### src/rtl/me_pkg.sv
// Shared constants, helper functions and state type for the motion-estimation sequencer.
package me_pkg;

  typedef enum logic {
    IDLE = 1'b0,
    RUN  = 1'b1
  } state_e;

  // Ceiling log2, usable in constant expressions.
  function automatic int clog2(input int v);
    int r;
    r = 0;
    while ((1 << r) < v) r++;
    return r;
  endfunction

  // Final counter value of a search run.
  function automatic int last_f(input int n, input int nv);
    return nv * n * n + n - 1;
  endfunction

  // Sequence counter width.
  function automatic int cw_f(input int n, input int nv);
    return clog2(last_f(n, nv) + 1);
  endfunction

  // Search-window memory address width.
  function automatic int sw_f(input int n, input int nv);
    return clog2(2 * n * (nv + n));
  endfunction

endpackage

### src/rtl/me_addr_gen.sv
// Combinational decode of the sequence counter into memory addresses,
// S1/S2 select lines and the candidate motion vector.
module me_addr_gen
  import me_pkg::*;
#(
  parameter int N  = 16,
  parameter int NV = 16
) (
  input  logic [cw_f(N, NV)-1:0]    count,
  output logic [N-1:0]              s1s2_mux,
  output logic [2*clog2(N)-1:0]     addr_r,
  output logic [sw_f(N, NV)-1:0]    addr_s1,
  output logic [sw_f(N, NV)-1:0]    addr_s2,
  output logic [clog2(N)-1:0]       vector_x,
  output logic [clog2(NV)-1:0]      vector_y
);

  localparam int L  = clog2(N);
  localparam int LV = clog2(NV);
  localparam int CW = cw_f(N, NV);
  localparam int SW = sw_f(N, NV);
  localparam int TW = 2 * L + LV;

  logic [L-1:0]  col;
  logic [L-1:0]  row;
  logic [LV-1:0] vpos;
  logic [CW-1:0] t_full;
  logic [L-1:0]  t_col;
  logic [L-1:0]  t_row;
  logic [LV-1:0] t_vpos;

  // Split count (and count delayed by N for the S2 stream) into col/row/vpos and decode.
  always_comb begin
    col      = count[L-1:0];
    row      = count[2*L-1:L];
    vpos     = count[TW-1:2*L];
    t_full   = count - CW'(N);
    t_col    = t_full[L-1:0];
    t_row    = t_full[2*L-1:L];
    t_vpos   = t_full[TW-1:2*L];
    addr_r   = {row, col};
    addr_s1  = (SW'(vpos) + SW'(row)) * SW'(2 * N) + SW'(col);
    addr_s2  = (SW'(t_vpos) + SW'(t_row)) * SW'(2 * N) + SW'(t_col) + SW'(N);
    vector_x = col - L'(N / 2);
    vector_y = vpos - LV'(NV / 2) - LV'(1);
    s1s2_mux = '0;
    for (int i = 0; i < N; i++) begin
      s1s2_mux[i] = (col >= L'(i));
    end
  end

endmodule

### src/rtl/me_search_ctrl.sv
// Full-search sequencer: start/busy/done run control with stall and abort,
// a sequence counter, gated PE strobes and the address/vector decode.
//
// Handshake: start is only looked at in IDLE; busy is high for every RUN
// cycle; done pulses for one cycle after a run reaches LAST without abort.
// abort beats stall, stall beats counting. new_dist/pe_ready are suppressed
// in a stalled cycle so each PE sees each strobe exactly once.
module me_search_ctrl
  import me_pkg::*;
#(
  parameter int N  = 16,
  parameter int NV = 16
) (
  input  logic                      clock,
  input  logic                      reset,
  input  logic                      start,
  input  logic                      stall,
  input  logic                      abort,
  output logic                      busy,
  output logic                      done,
  output logic [cw_f(N, NV)-1:0]    count,
  output logic [N-1:0]              new_dist,
  output logic [N-1:0]              pe_ready,
  output logic [N-1:0]              s1s2_mux,
  output logic                      comp_start,
  output logic [2*clog2(N)-1:0]     addr_r,
  output logic [sw_f(N, NV)-1:0]    addr_s1,
  output logic [sw_f(N, NV)-1:0]    addr_s2,
  output logic [clog2(N)-1:0]       vector_x,
  output logic [clog2(NV)-1:0]      vector_y
);

  localparam int L    = clog2(N);
  localparam int CW   = cw_f(N, NV);
  localparam int LAST = last_f(N, NV);

  state_e        state_q, state_d;
  logic [CW-1:0] count_q, count_d;
  logic          done_q, done_d;

  // State, counter and done-pulse registers.
  always_ff @(posedge clock or posedge reset) begin
    if (reset) begin
      state_q <= IDLE;
      count_q <= '0;
      done_q  <= 1'b0;
    end else begin
      state_q <= state_d;
      count_q <= count_d;
      done_q  <= done_d;
    end
  end

  // Next-state and counter update.
  always_comb begin
    state_d = state_q;
    count_d = count_q;
    done_d  = 1'b0;
    case (state_q)
      IDLE: begin
        if (start && !abort) begin
          state_d = RUN;
          count_d = '0;
        end
      end
      RUN: begin
        if (abort) begin
          state_d = IDLE;
          count_d = '0;
        end else if (stall) begin
          state_d = RUN;
        end else if (count_q == CW'(LAST)) begin
          state_d = IDLE;
          done_d  = 1'b1;
        end else begin
          count_d = count_q + CW'(1);
        end
      end
      default: begin
        state_d = IDLE;
        count_d = '0;
      end
    endcase
  end

  // Status outputs and strobe gating from the registered count.
  always_comb begin
    busy       = (state_q == RUN);
    done       = done_q;
    count      = count_q;
    comp_start = busy & (count_q >= CW'(N * N));
    new_dist   = '0;
    for (int i = 0; i < N; i++) begin
      new_dist[i] = busy & ~stall & (count_q[2*L-1:0] == (2*L)'(i));
    end
    pe_ready   = new_dist & {N{comp_start}};
  end

  me_addr_gen #(
    .N  (N),
    .NV (NV)
  ) u_addr_gen (
    .count    (count_q),
    .s1s2_mux (s1s2_mux),
    .addr_r   (addr_r),
    .addr_s1  (addr_s1),
    .addr_s2  (addr_s2),
    .vector_x (vector_x),
    .vector_y (vector_y)
  );

endmodule

### config.mk
export PLATFORM = sky130hd
export DESIGN_NAME = me_search_ctrl
export DESIGN_NICKNAME = d
export VERILOG_FILES = /design/src/rtl/me_pkg.sv /design/src/rtl/me_addr_gen.sv /design/src/rtl/me_search_ctrl.sv
export SDC_FILE = /design/constraint.sdc
export NUM_CORES = 1
export LEC_CHECK = 0
export ABC_AREA = 1
export BUFFER_PORTS_ARGS = -buffer_cell sky130_fd_sc_hd__buf_2
export CORE_MARGIN = 2
export CORE_UTILIZATION = 51
export DETAILED_ROUTE_END_ITERATION = 6
export PLACE_DENSITY = 0.87
export SETUP_SLACK_MARGIN = 0.02
export SKIP_LAST_GASP = 1
export SLEW_MARGIN = 25
export SYNTH_ARGS = -nofsm -noshare
export SYNTH_HDL_FRONTEND = slang
export SYNTH_SLANG_ARGS = --single-unit
### constraint.sdc
create_clock -name clock -period 5.7 [get_ports clock]
set_input_delay 1.14 -clock clock [delete_from_list [all_inputs] [get_ports clock]]
set_output_delay 1.14 -clock clock [all_outputs]
set_load 0.005 [all_outputs]
==> qor.json <==
{
  "drt": {
    "first_iter_violations": 71,
    "routed-via-count": 2201,
    "drcViolationCount": 0,
    "met2_wirelength_um": 2660,
    "routed_wl_um": 5330,
    "detail_route.wirelength.met1_um": 2340,
    "wl_per_cell_um": 11.9,
    "routed-wl-met3_um": 269,
    "dr.pass1.iters": 4,
    "postRouteAntennaNets": 0,
    "highest-signal-layer": "met4",
    "route.detailed.vias_per_inst": 4.92
  },
  "timing": {
    "max_slew.worst_pin.slew_ns": 0.592,
    "finalHoldViolations": 0,
    "finalCriticalPeriod_ns": 3.53,
    "timing.slew.headroom": 0.605,
    "fin_skew_ns": 0.00182,
    "final_max_slew_viol_count": 0,
    "timing_limited_maximum_frequency_ghz": 0.283,
    "fin_ws_ns": 2.17,
    "setup-violations-final": 0,
    "hold_slack_ns": 0.622,
    "setup-tns-final_ns": 0,
    "rsz_0062_raised_after_global_routing": "no",
    "final_clock_period_utilization_by_the_worst_path": 0.620
  },
  "synth": {
    "postSynthRegisterBits": 15,
    "synth_largest_type_area_fraction": 0.173,
    "synth_top_area_cell": "sky130_fd_sc_hd__dfrtp_1",
    "ys_top_cells_by_area": "sky130_fd_sc_hd__dfrtp_1 (17%), sky130_fd_sc_hd__nand2_1 (13%), sky130_fd_sc_hd__ha_1 (12%)",
    "netlist-cell-type-count": 32,
    "yosys_warnings": 0,
    "gate_count_after_technology_mapping": 322,
    "syn_avg_cell_area_um2": 6.75,
    "syn-cell-area_mm2": 0.00217,
    "synth_sequential_area_ratio": 0.173
  },
  "placed_design": {
    "dpl_cell_area_mm2": 0.00248,
    "dpl.cell_count": 443,
    "dpl_worst_slack_ns": 2.35,
    "number_of_buffers_inserted_by_port_buffering": 101,
    "gp_congestion": 0.906,
    "dp_hpwl_um": 4230
  },
  "floorplan": {
    "core_box_area_mm2": 0.00406,
    "design.portCount": 105,
    "floorplan.rows": 23,
    "dieArea_mm2": 0.00480,
    "die_width_um": 69.3,
    "floorplan.die.height_um": 69.3,
    "start_util": 0.536
  },
  "cts": {
    "cts-hold-fix-buffers": 0,
    "cts.sink_count": 15,
    "worst_setup_hold_path_clk_slew_ns": 0.06,
    "cts-buffers-inserted": 3,
    "clk-insertion-delay-late_ns": 0.25,
    "cts_setup_buffers": 0,
    "clk_root_buffer_cell": "sky130_fd_sc_hd__clkbuf_8",
    "cts_htree_levels": 1,
    "clock_path_buffers": 2,
    "postCtsResizedCells": 0,
    "cts_tree": "built"
  },
  "setup_path": {
    "crit_chain": "inv_1 > ha_1 > nand2_1 > nand2_1 > nand2_1 > xor2_1 > ha_1 > a21oi_1 > nand2_1 > xor2_1 > buf_2",
    "timing.setup.critical_path_class": "reg2out",
    "critical_path.top_delay_family": "adder cells",
    "critical_path.most_common_cell": "sky130_fd_sc_hd__nand2_1",
    "critical_path_buf_inv_count": 2,
    "regToRegEndpoint": "count[8]",
    "r2r_start": "count[8]",
    "worstSetupStartpointType": "flop",
    "crit_path_capture_type": "primary output",
    "max_stage_delay_ns": 0.55,
    "timing.reg2reg.setup_slack_ns": 3.69,
    "critical-path-slowest-cell": "sky130_fd_sc_hd__dfrtp_1",
    "required_ns": 4.56,
    "worst_ep_arrival_time_ns": 2.39,
    "worstPathMaxFanout": 11,
    "timing.reg2reg.worst_path_depth": 8
  },
  "global_routing": {
    "grt_pass1_vias": 1936,
    "grt_start_max_net_pins": 23,
    "grt-ovfl-total": 0,
    "grt_antenna_before_repair": 0,
    "globalRouteTotalUtil": 0.216,
    "global_route_wire_length_before_repair_um": 8710
  },
  "cells_and_area": {
    "filler_cell_count": 371,
    "finalNonFillerCells": 447,
    "non_filler_cell_area_final_mm2": 0.00252,
    "num-nets-final": 425,
    "post_route_cells_drive_above_1_share": 0.355,
    "number_of_diodes_added_for_antenna_fixing": 0,
    "syn2layout_area_growth_pct": 16.2
  },
  "min_path": {
    "timing.hold.worst_endpoint": "busy",
    "hold_path.startpoint": "busy",
    "min_path_type": "reg2reg",
    "min_delay_path_depth": 1
  },
  "power_and_ir_drop": {
    "vdd_ir_max_v": 0.000127,
    "power.leakage_uw": 0.00166,
    "cellPowerDensity_mw_per_mm2": 115
  },
  "run": {
    "drv_cap": 0
  },
  "status": {
    "result_of_the_run": "completed"
  }
}
==> power by group <==
part           switching [µW]  leakage, µW  internal (µW)
Sequential               7.58     0.000207            110
Clock                    37.4    0.0000228           49.6
Combinational            55.9      0.00143           28.8
==> worst max-delay path by stage <==
stage,start,to,slack (ns),cells after the start
after CTS,count[4],addr_s2[8],2.14,11
final,count[4],addr_s2[8],2.17,11
after floorplan,count[4],addr_s2[9],2.70,9
after global placement,stall,pe_ready[9],2.43,7
after global routing,count[4],addr_s2[9],1.91,10
after detailed placement,stall,pe_ready[9],2.35,7
==> routing by layer <==
layer,track usage,vias up
li1,-,1114
met1,0.270,1011
met2,0.388,69
met3,0.0276,7
met4,0.0610,0
met5,0,-
==> area by class of cell <==
cell class              count  area [µm²]  area share
repair buffers            101         505       0.200
flip-flops and latches     15         375       0.149
well taps                  50        62.6      0.0248
inverters                  54         203      0.0803
clock buffers               4        45.0      0.0178
multi-input cells         223        1330       0.528
==> stage by stage <==
stage	utilization	total power, µW
finish	0.622	289
global route	0.622	310
CTS	0.622	291
global placement	0.611	203
detailed placement	0.611	204
floorplan	-	196
==> cell families (layout without fill, tap and decap cells) <==
| family | after synthesis | in the layout | share of synthesized area |
|---|---|---|---|
| and+or+nand+nor | 160 | 160 | 0.355 |
| buffers and inverters | 85 | 159 | 0.215 |
| AOI/OAI and AO/OA | 27 | 27 | 0.0754 |
| adders and majority gates | 22 | 22 | 0.134 |
| DFF | 15 | 15 | 0.173 |
| xor gates and xnor gates | 11 | 11 | 0.0443 |
| other | 2 | 3 | 0.00346 |
==> flip-flops by register name (all words and copies together) (netlist names) <==
signal / count
count: 13
busy: 1
done: 1
==> cells in the mapped netlist <==
master and instances:
sky130_fd_sc_hd__ha_1 20, sky130_fd_sc_hd__nand3_2 3, sky130_fd_sc_hd__xnor2_1 2, sky130_fd_sc_hd__nand2_4 1, sky130_fd_sc_hd__o211ai_1 1, sky130_fd_sc_hd__nand4_1 4, sky130_fd_sc_hd__nand2_1 76, sky130_fd_sc_hd__nand3_1 20
sky130_fd_sc_hd__nand3b_1 1, sky130_fd_sc_hd__inv_1 50, sky130_fd_sc_hd__clkbuf_1 1, sky130_fd_sc_hd__dfrtp_1 15, sky130_fd_sc_hd__xor2_1 9, sky130_fd_sc_hd__buf_4 22, sky130_fd_sc_hd__nor2_1 31, sky130_fd_sc_hd__conb_1 2
sky130_fd_sc_hd__inv_2 3, sky130_fd_sc_hd__a21oi_1 10, sky130_fd_sc_hd__nand3_4 1, sky130_fd_sc_hd__o21ai_2 7, sky130_fd_sc_hd__clkinv_1 1, sky130_fd_sc_hd__buf_2 1, sky130_fd_sc_hd__buf_12 1, sky130_fd_sc_hd__o21ai_0 9
sky130_fd_sc_hd__nor2_2 10, sky130_fd_sc_hd__fa_1 2, sky130_fd_sc_hd__buf_6 5, sky130_fd_sc_hd__buf_8 1, sky130_fd_sc_hd__nor3_1 1, sky130_fd_sc_hd__and3_2 1, sky130_fd_sc_hd__nor2_4 7, sky130_fd_sc_hd__nand2_2 4
==> cell usage in the layout, fill, tap and decap left out, types with 2 or more instances in the layout <==
master / instances
sky130_fd_sc_hd__buf_2: 101
sky130_fd_sc_hd__nand2_1: 76
sky130_fd_sc_hd__inv_1: 50
sky130_fd_sc_hd__nor2_1: 31
sky130_fd_sc_hd__nand3_1: 20
sky130_fd_sc_hd__ha_1: 20
sky130_fd_sc_hd__dfrtp_1: 15
sky130_fd_sc_hd__nor2_2: 10
sky130_fd_sc_hd__a21oi_1: 10
sky130_fd_sc_hd__o21ai_0: 9
sky130_fd_sc_hd__xor2_1: 9
sky130_fd_sc_hd__nor2_4: 7
sky130_fd_sc_hd__o21ai_2: 7
sky130_fd_sc_hd__nand2_2: 4
sky130_fd_sc_hd__nand4_1: 4
sky130_fd_sc_hd__inv_2: 3
sky130_fd_sc_hd__nand3_2: 3
sky130_fd_sc_hd__conb_1: 3
sky130_fd_sc_hd__clkbuf_8: 3
sky130_fd_sc_hd__xnor2_1: 2
sky130_fd_sc_hd__fa_1: 2
No activity file was read; power rests on OpenSTA's default activity.
